**config.mk**
```make
export PLATFORM = sky130hd
export DESIGN_NAME = tile_sequencer_flat
export DESIGN_NICKNAME = d
export VERILOG_FILES = /design/src/rtl/tile_pkg.sv /design/src/rtl/tile_sequencer_if.sv /design/src/rtl/tile_pattern_rom.sv /design/src/rtl/tile_sequencer.sv /design/src/flat_wrapper.sv
export SDC_FILE = /design/constraint.sdc
export NUM_CORES = 1
export LEC_CHECK = 0
export CAP_MARGIN = 20
export CORE_ASPECT_RATIO = 0.8
export CORE_UTILIZATION = 50
export CTS_BUF_LIST = sky130_fd_sc_hd__clkbuf_4
export CTS_CLUSTER_DIAMETER = 100
export DETAILED_ROUTE_END_ITERATION = 12
export PLACE_DENSITY = 0.93
export SLEW_MARGIN = 25
export SYNTH_ARGS = -nofsm -noshare
export SYNTH_HDL_FRONTEND = slang
export SYNTH_HIERARCHICAL = 1
export SYNTH_SLANG_ARGS = --single-unit
```
**constraint.sdc**
```tcl
create_clock -name CLOCK_50 -period 2 [get_ports CLOCK_50]
set_clock_uncertainty 0.05 [all_clocks]
set_input_delay 0.2 -clock CLOCK_50 [delete_from_list [all_inputs] [get_ports CLOCK_50]]
set_output_delay 0.2 -clock CLOCK_50 [all_outputs]
set_load 0.005 [all_outputs]
```
**src/rtl/tile_pkg.sv**
```systemverilog
// Shared definitions for the piano-tiles sequencer.
// - STEPS / LANES / IDX_W : pattern geometry and index width
// - state_t               : sequencer FSM states (IDLE=0, PLAY=1, PAUSE=2, DONE=3)
// - LANE1..LANE4          : lane note patterns. Step 0 is the MSB and step k
//                           is bit [STEPS-1-k]. A 1 bit means a tile is present.
package tile_pkg;

   localparam int STEPS = 72;
   localparam int LANES = 4;
   localparam int IDX_W = 7;

   typedef enum logic [1:0] {
      IDLE  = 2'd0,
      PLAY  = 2'd1,
      PAUSE = 2'd2,
      DONE  = 2'd3
   } state_t;

   // Mostly a lane staircase. Lane 4 also carries a tile on step 0,
   // so the first row is a two-tile chord.
   localparam logic [STEPS-1:0] LANE1 = 72'h88_8888_8888_8888_8888;
   localparam logic [STEPS-1:0] LANE2 = 72'h44_4444_4444_4444_4444;
   localparam logic [STEPS-1:0] LANE3 = 72'h22_2222_2222_2222_2222;
   localparam logic [STEPS-1:0] LANE4 = 72'h91_1111_1111_1111_1111;

endpackage

```
**src/rtl/tile_sequencer_if.sv**
```systemverilog
// Row bus from the sequencer to the downstream tile shifter/display.
// - row_valid : a lane pattern is pending on row
// - row       : row[0]=lane1 .. row[3]=lane4, 1 = tile present
// - row_ready : the consumer accepts the row this cycle
// Handshake: a transfer happens on a rising clock edge where row_valid and
// row_ready are both high. Once row_valid is raised, row_valid and row are
// held unchanged until that transfer. row_ready may change freely and does
// not depend on row_valid.
interface tile_sequencer_if;
   import tile_pkg::*;

   logic             row_valid;
   logic             row_ready;
   logic [LANES-1:0] row;

   modport master (output row_valid, output row, input row_ready);
   modport slave  (input row_valid, input row, output row_ready);

endinterface

```
**src/rtl/tile_pattern_rom.sv**
```systemverilog
// Combinational note-pattern lookup: step index -> one row of lane bits.
// - index : step number, 0 .. STEPS-1
// - row   : row[0]=lane1 .. row[3]=lane4
module tile_pattern_rom
   import tile_pkg::*;
(
   input  logic [IDX_W-1:0] index,
   output logic [LANES-1:0] row
);

   logic [IDX_W-1:0] pos;

   // Step 0 lives in the MSB of every lane vector.
   always_comb begin
      pos = IDX_W'(STEPS - 1) - index;
      row = {LANE4[pos], LANE3[pos], LANE2[pos], LANE1[pos]};
   end

endmodule

```
**src/rtl/tile_sequencer.sv**
```systemverilog
// Game-play controller: steps through the lane pattern and issues one row
// per beat over a valid/ready row bus.
// - CLOCK_50  : system clock, rising edge
// - resetn    : asynchronous active-low reset
// - start     : 1-cycle pulse, (re)starts the song at step 0 from IDLE or DONE
// - pause     : level, holds beat progress while high
// - loop_en   : level, wrap to step 0 at end of song instead of finishing
// - speed     : beat divisor = TICK_DIV >> speed
// - row_bus   : row handshake (master side)
// - index     : step number of the current/next row
// - busy/done : high in PLAY or PAUSE / high in DONE
// - state     : FSM state, debug visibility
// - tick_cnt  : beat prescaler count, debug visibility
// TICK_DIV must be >= 8 so that speed 3 still divides by at least 1.
module tile_sequencer
   import tile_pkg::*;
#(
   parameter  int TICK_DIV = 8,
   localparam int CNT_W    = $clog2(TICK_DIV)
)(
   input  logic             CLOCK_50,
   input  logic             resetn,
   input  logic             start,
   input  logic             pause,
   input  logic             loop_en,
   input  logic [1:0]       speed,
   tile_sequencer_if.master row_bus,
   output logic [IDX_W-1:0] index,
   output logic             busy,
   output logic             done,
   output state_t           state,
   output logic [CNT_W-1:0] tick_cnt
);

   localparam logic [CNT_W:0] DIV_BASE = (CNT_W + 1)'(TICK_DIV);
   localparam logic [CNT_W:0] DIV_ONE  = (CNT_W + 1)'(1);

   state_t           state_d;
   logic [CNT_W:0]   div;
   logic [CNT_W:0]   div_m1;
   logic             count_en;
   logic             beat;
   logic             xfer;
   logic             last_step;
   logic             restart;
   logic [LANES-1:0] rom_row;

   tile_pattern_rom u_rom (
      .index (index),
      .row   (rom_row)
   );

   // Beat generation. The >= compare makes a mid-beat switch to a faster
   // speed fire immediately instead of wrapping past the new terminal count.
   // A pending row freezes the prescaler, so backpressure stretches the beat.
   always_comb begin
      div       = DIV_BASE >> speed;
      div_m1    = div - DIV_ONE;
      count_en  = (state == PLAY) && !row_bus.row_valid && !pause;
      beat      = count_en && ({1'b0, tick_cnt} >= div_m1);
      xfer      = row_bus.row_valid && row_bus.row_ready;
      last_step = (index == IDX_W'(STEPS - 1));
      restart   = start && ((state == IDLE) || (state == DONE));
   end

   always_ff @(posedge CLOCK_50 or negedge resetn) begin
      if (!resetn) state <= IDLE;
      else         state <= state_d;
   end

   // A pending row may still be taken while paused, so the end-of-song
   // check is made in PAUSE as well as PLAY and takes priority over pause.
   always_comb begin
      state_d = state;
      case (state)
         IDLE:  if (restart) state_d = PLAY;
         PLAY: begin
            if (xfer && last_step && !loop_en) state_d = DONE;
            else if (pause)                    state_d = PAUSE;
         end
         PAUSE: begin
            if (xfer && last_step && !loop_en) state_d = DONE;
            else if (!pause)                   state_d = PLAY;
         end
         DONE:  if (restart) state_d = PLAY;
         default: state_d = IDLE;
      endcase
   end

   // Prescaler, step index and row register. beat and xfer never coincide
   // because a beat requires row_valid low.
   always_ff @(posedge CLOCK_50 or negedge resetn) begin
      if (!resetn) begin
         tick_cnt          <= '0;
         index             <= '0;
         row_bus.row_valid <= 1'b0;
         row_bus.row       <= '0;
      end else if (restart) begin
         tick_cnt <= '0;
         index    <= '0;
      end else begin
         if (beat) begin
            tick_cnt          <= '0;
            row_bus.row       <= rom_row;
            row_bus.row_valid <= 1'b1;
         end else if (count_en) begin
            tick_cnt <= tick_cnt + CNT_W'(1);
         end
         if (xfer) begin
            row_bus.row_valid <= 1'b0;
            if (!last_step)   index <= index + IDX_W'(1);
            else if (loop_en) index <= '0;
         end
      end
   end

   assign busy = (state == PLAY) || (state == PAUSE);
   assign done = (state == DONE);

endmodule

```
**src/flat_wrapper.sv**
```systemverilog
// flat-port wrapper written by rule: the top's interface ports become plain ports
module tile_sequencer_flat import tile_pkg::*;
#(
   parameter  int TICK_DIV = 8,
   localparam int CNT_W    = $clog2(TICK_DIV)
)
  (CLOCK_50, resetn, start, pause, loop_en, speed, index, busy, done, state, tick_cnt, row_bus_row_valid, row_bus_row, row_bus_row_ready);
  tile_sequencer_if row_bus_i ();
  input  logic CLOCK_50;
  input  logic resetn;
  input  logic start;
  input  logic pause;
  input  logic loop_en;
  input  logic [1:0] speed;
  output logic [IDX_W-1:0] index;
  output logic busy;
  output logic done;
  output state_t state;
  output logic [CNT_W-1:0] tick_cnt;
  output wire logic [$bits(row_bus_i.row_valid)-1:0] row_bus_row_valid;
  output wire logic [$bits(row_bus_i.row)-1:0] row_bus_row;
  input wire logic [$bits(row_bus_i.row_ready)-1:0] row_bus_row_ready;
  assign row_bus_row_valid = row_bus_i.row_valid;
  assign row_bus_row = row_bus_i.row;
  assign row_bus_i.row_ready = row_bus_row_ready;
  tile_sequencer #(.TICK_DIV(TICK_DIV)) u_core (.CLOCK_50(CLOCK_50), .resetn(resetn), .start(start), .pause(pause), .loop_en(loop_en), .speed(speed), .row_bus(row_bus_i), .index(index), .busy(busy), .done(done), .state(state), .tick_cnt(tick_cnt));
endmodule
```
==> impl_metrics.yaml <==
synthesis:
  syn_inst: 119
  synthSimpleGateAreaFrac_pct: 24.3
  yosysWarnings: 6
  synth-main-ff-cell: "dfrtp_1"
  synth_edf_count: 0
  synthXorXnorAreaFrac_pct: 1.60
  synth.most_common_cell: "nand2_1"
  synth_top_family_by_area: "simple AND/OR/NAND/NOR gates"
  synth_nets: 139
  async_flop_share_pct: 100
  muxShareOfSynthArea_pct: 5.95
  synth_top_cell_area_share_pct: 38.9
  netlist_area_um2: 1090
  netlist_top_cells_count: "18 x nand2_1, 17 x dfrtp_1, 12 x ha_1, 8 x a21oi_1, 7 x inv_1"
  synth-seq-cells: 17
  ys_types: 36
  synth_compound_area_share_pct: 12.4
  synth_area_leaders: "dfrtp_1 39%, ha_1 14%, nand2_1 6.2%, mux2_2 4.1%, a21oi_1 3.7%"
  seq_area_frac_synth_pct: 38.9
  syn-mean-instance-area_um2: 9.19
  yosysTopAreaCell: "dfrtp_1"
  yosys.area_share.adder_pct: 13.7
clocking:
  holdBufCountCts: 0
  path_clk_slew_ns: 0.11
  cts_made_buffers: 3
  htreeDepth: 1
  root_buffer: "clkbuf_4"
  cts_tree: "yes"
  insertion_delay_ns: 0.31
  clock_sinks: 17
  clk_path_buf_depth: 2
die:
  design.core.area_um2: 1960
  rows: 14
  die_x_um: 54.3
  io_pins: 27
  initial_core_util_pct: 55.7
  die_area_um2: 2380
  die_h_um: 43.8
routing:
  first_iter_violations: 27
  num_vias: 1041
  routed_wl_um: 2820
  ant_nets: 0
  drc: 0
  wl_per_cell_um: 15.9
  vias_per_cell: 5.85
  firstDrtPassIters: 4
global_route:
  grt_pass1_vias: 1008
  grt_max_degree: 18
  grtUsageTotal_pct: 27.8
  grt_first_pass_wirelength_um: 4530
  antenna_found_initial: 0
  overflow: 0
pwr:
  power_density_nw_per_um2: 1060
  p_leak_nw: 0.682
  ir_drop_mv: 0.761
  total_power_mw: 1.55
final_layout:
  area_growth_pct: 33.8
  nNetsFinal: 175
  insertedDiodeCount: 0
  drive_gt1_share_pct: 13.0
placement:
  placement.io_buffers: 26
  dp_hpwl_um: 2150
  place.gp.congestion: 0.824
critical_path:
  critPathCaptureType: "flip-flop"
  crit_arrival_ns: 2.06
  critical-path-top-delay-family: "simple AND/OR/NAND/NOR gates"
  critical_path_class: "reg -> reg"
  cp_max_fo: 5
  critPathSlowestCell: "nor3b_1"
  crit_buf_inv: 1
  startpoint_type: "flip-flop"
  cpPeakStageDelay_ns: 0.46
  critical_path_required_ns: 2.15
  path_cells: "inv_1 > ha_1 > nor3b_1 > nand3_2 > mux2_2"
run_status:
  status: "finished, final reports clean"
sta:
  worst_slew_pin_slew_ns: 0.513
  setup-violations-final: 0
  min_period_over_period_pct: 95.6
  fmax_mhz: 523
  timing.hold.ws_ns: 0.158
  relSlewSlack_pct: 65.8
  drv_slew: 0
  hold_viol: 0
  min_period_ns: 1.91
  grt_setup_unrepaired: "false"
run:
  drv_cap: 0
hold_path:
  min-delay-path-class: "in -> async"
registers in the layout, summed over array words and instances, names as in the netlist:
register,cells
u_core/row_bus.row,4
u_core/tick_cnt,3
u_core/state,2
u_core/row_bus.row_valid,1
u_core/index,7
report_power, final:
group / leakage (nW) / switching, mW / internal, mW
clock: 0.0177 / 0.118 / 0.0747
sequential: 0.223 / 0.0775 / 0.423
combinational: 0.442 / 0.408 / 0.448
metal layers:
metal  global-route usage (%)  vias up  wire, um
li1                         -      489         -
met1                     33.3      501      1180
met4                     14.4        0       100
met2                     44.6       38      1380
met5                        0        -         0
met3                     8.07       13       159
layout by cell type, fill, tap and decap left out, drive strengths merged, types with 5 or more instances in the layout:
| cell | count |
|---|---|
| buf | 7 |
| ha | 12 |
| a21oi | 8 |
| clkdlybuf4s50 | 26 |
| inv | 7 |
| dfrtp | 17 |
| nor2 | 5 |
| nand2 | 18 |
cells by family (layout without fill, tap and decap cells):
group                    count (synthesis)  count (layout)
buffers and inverters                    9              44
flip-flops                              17              17
AND/OR/NAND/NOR                         51              51
adder cells (fa/ha/maj)                 12              12
XOR/XNOR                                 2               2
multiplexers                             6               6
AO/OA/AOI/OAI                           22              22
worst paths after layout:
path                                              startpoint                                 to  slack [ns]  depth (start not counted)
hold reg to reg            u_core/row_bus.row[2]$_DFFE_PN0P_  u_core/row_bus.row[2]$_DFFE_PN0P_        0.47                          1
max in group asynchronous                             resetn        u_core/index[0]$_DFFE_PN0P_        1.54                          2
setup reg to reg                 u_core/state[1]$_DFFE_PN0P_  u_core/row_bus.row[1]$_DFFE_PN0P_        0.09                          5
setup / recovery                 u_core/state[1]$_DFFE_PN0P_  u_core/row_bus.row[1]$_DFFE_PN0P_        0.09                          5
hold / removal                                        resetn        u_core/index[3]$_DFFE_PN0P_        0.16                          2
min in group CLOCK_50      u_core/row_bus.row[2]$_DFFE_PN0P_  u_core/row_bus.row[2]$_DFFE_PN0P_        0.47                          1
stage by stage:
stage | area [um2] | std cells | util [%] | setup WS (ns) | setup TNS (ns)
floorplan | 1090 | 119 | - | 0.222 | 0
detailed placement | 1420 | 173 | 72.4 | -0.221 | -1.09
finish | 1460 | 178 | 74.6 | 0.0884 | 0
global route | 1460 | 178 | 74.6 | 0.0151 | 0
global placement | 1420 | 173 | 72.4 | -0.127 | -0.650
CTS | 1460 | 178 | 74.2 | 0.0661 | 0
layout make-up:
class                           instances  area, um2
Tap cell                               24       30.0
Clock buffer                            3       22.5
Timing Repair Buffer                   33        313
Clock inverter                          1       5.00
Inverter                                7       26.3
Sequential cell                        17        425
Multi-Input combinational cell         93        641
Fill cell                             152        499
repair_timing:
| action | in CTS | in global routing |
|---|---|---|
| cloned | 0 | 0 |
| endpoints found under the setup margin | 1 | 5 |
| buffers inserted | 1 | 0 |
| gates resized for setup | 0 | 2 |
Note: power is estimated with default switching activity, not from simulation.
